[src/rtl/seq_det_ctrl.sv]
// Run controller for serial pattern detection: arms, sequences and terminates one
// detection run using a programmable Mealy pattern matcher with registered outputs.
module seq_det_ctrl #(
    parameter int PAT_W = 5,
    parameter int CNT_W = 8,
    parameter int WIN_W = 16
) (
    input  logic             clk,
    input  logic             rst,
    input  logic             start,
    input  logic             abort,
    input  logic [PAT_W-1:0] cfg_pattern,
    input  logic             cfg_overlap,
    input  logic [CNT_W-1:0] cfg_target,
    input  logic [WIN_W-1:0] cfg_window,
    input  logic             in_valid,
    input  logic             in,
    output logic             match,
    output logic [CNT_W-1:0] match_cnt,
    output logic             busy,
    output logic             done,
    output logic [1:0]       status
);
    localparam int FILL_W = $clog2(PAT_W + 1);
    localparam logic [FILL_W-1:0] FULL = FILL_W'(PAT_W);

    localparam logic [1:0] ST_NONE   = 2'b00;
    localparam logic [1:0] ST_TARGET = 2'b01;
    localparam logic [1:0] ST_WINDOW = 2'b10;
    localparam logic [1:0] ST_ABORT  = 2'b11;

    typedef enum logic [1:0] {IDLE, ARM, RUN, DONE} state_t;
    state_t state;

    logic [PAT_W-1:0]  pat_q, hist;
    logic              ovl_q;
    logic [CNT_W-1:0]  tgt_q;
    logic [WIN_W-1:0]  win_q, bit_cnt;
    logic [FILL_W-1:0] fill;

    logic [PAT_W-1:0]  hist_nxt;
    logic [FILL_W-1:0] fill_inc;
    logic [CNT_W-1:0]  cnt_nxt;
    logic [WIN_W-1:0]  bits_nxt;
    logic              hit, term;
    logic [1:0]        term_code;

    // Match is judged on the post-shift history and post-shift fill
    always_comb begin
        hist_nxt  = {hist[PAT_W-2:0], in};
        fill_inc  = (fill == FULL) ? FULL : fill + 1'b1;
        hit       = in_valid && (hist_nxt == pat_q) && (fill_inc == FULL);
        cnt_nxt   = match_cnt + CNT_W'(hit);
        bits_nxt  = bit_cnt + 1'b1;
        term      = 1'b0;
        term_code = ST_NONE;
        if (abort) begin
            term      = 1'b1;
            term_code = ST_ABORT;
        end else if (in_valid && cnt_nxt == tgt_q) begin
            term      = 1'b1;
            term_code = ST_TARGET;
        end else if (in_valid && win_q != '0 && bits_nxt == win_q) begin
            term      = 1'b1;
            term_code = ST_WINDOW;
        end
    end

    always_ff @(posedge clk) begin
        if (rst) begin
            state     <= IDLE;
            match     <= 1'b0;
            match_cnt <= '0;
            busy      <= 1'b0;
            done      <= 1'b0;
            status    <= ST_NONE;
            hist      <= '0;
            fill      <= '0;
            bit_cnt   <= '0;
            pat_q     <= '0;
            ovl_q     <= 1'b0;
            tgt_q     <= '0;
            win_q     <= '0;
        end else begin
            match <= 1'b0;
            done  <= 1'b0;
            case (state)
                IDLE: if (start) begin
                    state     <= ARM;
                    pat_q     <= cfg_pattern;
                    ovl_q     <= cfg_overlap;
                    tgt_q     <= cfg_target;
                    win_q     <= cfg_window;
                    hist      <= '0;
                    fill      <= '0;
                    bit_cnt   <= '0;
                    match_cnt <= '0;
                    status    <= ST_NONE;
                    busy      <= 1'b1;
                end
                ARM: begin
                    if (abort || tgt_q == '0) begin
                        state  <= DONE;
                        status <= abort ? ST_ABORT : ST_TARGET;
                        busy   <= 1'b0;
                        done   <= 1'b1;
                    end else begin
                        state <= RUN;
                    end
                end
                RUN: begin
                    if (in_valid) begin
                        hist      <= hist_nxt;
                        fill      <= (hit && !ovl_q) ? '0 : fill_inc;
                        bit_cnt   <= bits_nxt;
                        match     <= hit;
                        match_cnt <= cnt_nxt;
                    end
                    if (term) begin
                        state  <= DONE;
                        status <= term_code;
                        busy   <= 1'b0;
                        done   <= 1'b1;
                    end
                end
                DONE: state <= IDLE;
                default: state <= IDLE;
            endcase
        end
    end
endmodule
[config.mk]
export PLATFORM = sky130hd
export DESIGN_NAME = seq_det_ctrl
export DESIGN_NICKNAME = d
export VERILOG_FILES = /design/src/rtl/seq_det_ctrl.sv
export SDC_FILE = /design/constraint.sdc
export NUM_CORES = 1
export LEC_CHECK = 0
export ABC_AREA = 1
export CORE_MARGIN = 5
export CORE_UTILIZATION = 37
export CTS_CLUSTER_DIAMETER = 80
export DETAILED_ROUTE_END_ITERATION = 6
export GPL_ROUTABILITY_DRIVEN = 0
export PLACE_DENSITY = 0.55
export SLEW_MARGIN = 20
export SYNTH_ARGS = -nofsm -noshare
export SYNTH_HDL_FRONTEND = slang
export SYNTH_SLANG_ARGS = --single-unit
[constraint.sdc]
create_clock -name clk -period 6.72 [get_ports clk]
set_input_delay 1.344 -clock clk [delete_from_list [all_inputs] [get_ports clk]]
set_output_delay 1.344 -clock clk [all_outputs]
set_load 0.05 [all_outputs]
==> reports/metrics.yaml <==
die-height_um: 113
timing.reg2reg.setup_slack_ns: 3.56
synth_edf_count: 0
crit_fanout: 4
synth_top_cell_by_area: "sky130_fd_sc_hd__dfxtp_1"
count_of_final_hold_check_violations: 0
run_status: "finished, final reports clean"
cts_sinks: 68
critical_path.cell_chain: "clkdlybuf4s50_1 > inv_1 > nor4_1 > ha_1 > nand2_1 > nor2_1 > nand3_1 > nand2_1 > nand2_1 > nand2_1 > inv_1 > nand2_1 > nor2_1 > nor2_1 > nand3_2 > nand2_2 > inv_1 > o21ai_0 > nor2_1"
crit_start: "in_valid"
initial_core_util_pct: 37.8
die_width_um: 113
final_nets: 703
design_area_sq_um: 4730
asyncSetResetFlopFracSynth_pct: 0
power.net_switching_uw: 558
synth.area.top_cells: "sky130_fd_sc_hd__dfxtp_1, sky130_fd_sc_hd__nand2_1, sky130_fd_sc_hd__nor2_1"
netlist_instances: 615
timing_worst_slew_pin_value_ns: 0.948
drive_above_1_share_pct: 6.18
wl_per_cell_um: 13.6
path_buf_inv: 4
worst_clock_skew_ns: 0.0108
fillCellCount: 1025
cpPeakStageDelay_ns: 0.58
core-area_sq_um: 10300
reg2regPathDepth: 20
post_cts_resize_count: 0
critPathCaptureType: "register"
static_leakage_nw: 1.86
clkTransAtPathRegs_ns: 0.07
total_power_mw: 1.42
detailroute.via_count: 3970
via_count_of_the_first_global_routing_pass: 3779
max-vdd-ir-drop_uv: 108
timing.rr.start: "fill[0]"
flow.area_growth_from_synthesis_pct: 21.0
route.layer.met1.wl_mm: 5.02
criticalPathCategory: "in2reg"
avgSynthCellArea_sq_um: 6.35
postSynthNetCount: 659
share_seq_of_total_power_pct: 38.0
worst_hold_path_class: "reg2reg"
dp_cells: 784
antenna_cells: 0
hold_buffers: 0
setup_tns_ns: 0
maxCapViolCount: 0
relSlewSlack_pct: 36.7
grt_antenna_before_repair: 0
crit_arrival_ns: 4.33
synth.yosys.seq_area_share_pct: 34.8
synth_most_common_cell: "sky130_fd_sc_hd__nand2_1"
p_int_uw: 865
drt-initial-drc-count: 181
highest-signal-layer: "met4"
io_buffer_count: 48
cp_slowest_cell: "sky130_fd_sc_hd__nor4_1"
cell_area_after_synthesis_sq_um: 3910
pwr-share-comb_pct: 36.3
maxSlewViolCount: 0
type_of_origin_of_the_critical_path: "input pin"
synth_cell_type_count: 27
rows: 37
antenna_violating_nets_left: 0
synthTopCellsByCount: "sky130_fd_sc_hd__nand2_1, sky130_fd_sc_hd__nor2_1, sky130_fd_sc_hd__dfxtp_1"
drt-pass1-iter-count: 5
unrepaired_setup_endpoints_after_global_routing: "false"
max_freq_ghz: 0.245
clock_tree_root: "sky130_fd_sc_hd__clkbuf_8"
floorplan.die_area_sq_um: 12700
required_time_of_the_critical_path_ns: 6.97
grt_use_total_pct: 17.3
clock_power_share_pct: 25.6
gr-total-overflow: 0
clkLatencyLatePin_ns: 0.35
crit_end: "state[0]"
cts_tree: "yes"
final-instance-count-excl-fill: 799
routed-wl-met3_um: 382
ctsHtreeMaxLevel: 3
report.final.setup_viol: 0
cts_made_buffers: 9
timing.final.crit_share_pct: 60.8
netSwitchingFraction_pct: 39.2
maximum_number_of_pins_on_one_net_before_global_route_repair: 46
critical_path.top_delay_family: "simple AND/OR/NAND/NOR gates"
rr_endpoint: "state[0]"
ys_dominant_reg_cell: "sky130_fd_sc_hd__dfxtp_1"
met2_wirelength_mm: 5.26
drc: 0
post_drt_via_cell_ratio: 4.97
drt-total-wl_mm: 10.9
synth_top_cell_area_share_pct: 34.8
wire_length_of_the_first_global_routing_pass_mm: 17.8
logic_depth_of_the_worst_setup_path_including_buffers: 19
yosys_warnings: 0
pwr_density_nw_per_um2: 301
post-dp-hpwl_mm: 7.75
synth_seq_cells: 68
detailed_place.area_sq_um: 4520
period_needed_ns: 4.09
ioPinCount: 49
cts.path.max_buffers: 2
crit_path_frequent_cell: "sky130_fd_sc_hd__nand2_1"
cts.repair_timing.setup_buffer_count: 0
[cell usage in the layout (no fill, tap or decap), drive strengths merged, types with 2 or more instances in the layout]
cell type      count
a21oi             54
a22oi              3
buf                3
bufinv             2
clkbuf            10
clkdlybuf4s50     48
clkinv             2
dfxtp             68
ha                 8
inv               64
nand2            177
nand3             58
nand3b            12
nand4              7
nor2              86
nor3               3
nor4               3
o21ai             43
o21bai             2
xnor2              5
xor2               3
[kinds of logic after synthesis]
family | synth area share, %
AOI/OAI and AO/OA | 13.5
and+or+nand+nor | 39.4
DFF | 34.8
buffers and inverters | 7.88
adders and majority gates | 2.56
xor gates and xnor gates | 1.79
[stage by stage]
step / util, % / setup slack (ns) / hold slack (ns)
finish: 45.8 / 2.63 / 0.475
global route: 45.8 / 2.33 / 0.497
CTS: 45.8 / 2.66 / 0.480
detailed placement: 43.8 / 2.30 / 0.468
global placement: 43.8 / 2.38 / 0.458
floorplan: - / 3.13 / 0.430
[per-layer routing]
metal	track usage, %	up-vias
li1	-	2075
met1	21.2	1815
met2	30.1	65
met3	3.90	15
met4	5.53	0
met5	0	-
[power by group through the flow]
stage	clock (mW)	sequential, mW	combinational (mW)
after global routing	0.389	0.552	0.591
after global placement	0	0.549	0.519
after floorplan	0	0.551	0.356
after CTS	0.377	0.542	0.526
final	0.365	0.541	0.517
after detailed placement	0	0.551	0.524
[how the worst min path moves through the flow]
stage / start / to / slack, ns / depth (start not counted)
2_1_floorplan: ovl_q / ovl_q / 0.43 / 2
3_3_place_gp: fill[2] / fill[2] / 0.46 / 2
3_5_place_dp: bit_cnt[15] / bit_cnt[15] / 0.47 / 2
4_1_cts: status[1] / status[1] / 0.48 / 2
5_1_grt: fill[2] / fill[2] / 0.50 / 2
6_report: busy / busy / 0.47 / 2
[tightest hold or removal path: cells and delay by family, from the launching register on]
family | cells | cell delay, ns
DFF | 1 | 0.31
AOI/OAI and AO/OA | 1 | 0.06
and+or+nand+nor | 1 | 0.06
[flip-flops by register name, summed over array words and instances (netlist names)]
| register | count |
|---|---|
| bit_cnt | 16 |
| state | 2 |
| tgt_q | 8 |
| win_q | 16 |
| match | 1 |
| fill | 3 |
| ovl_q | 1 |
| status | 2 |
| busy | 1 |
| match_cnt | 8 |
| hist | 4 |
| pat_q | 5 |
| done | 1 |
[final cells by class]
cell class                 instances  area (sq um)  area share, %
multi-input combinational        465          2250           47.6
clock buffer                      10           128           2.70
clock inverter                     5          77.6           1.64
timing repair buffer              51           503           10.6
inverter                          64           240           5.08
tap                              136           170           3.60
sequential                        68          1360           28.8
Note: power is estimated with default switching activity, not from simulation.
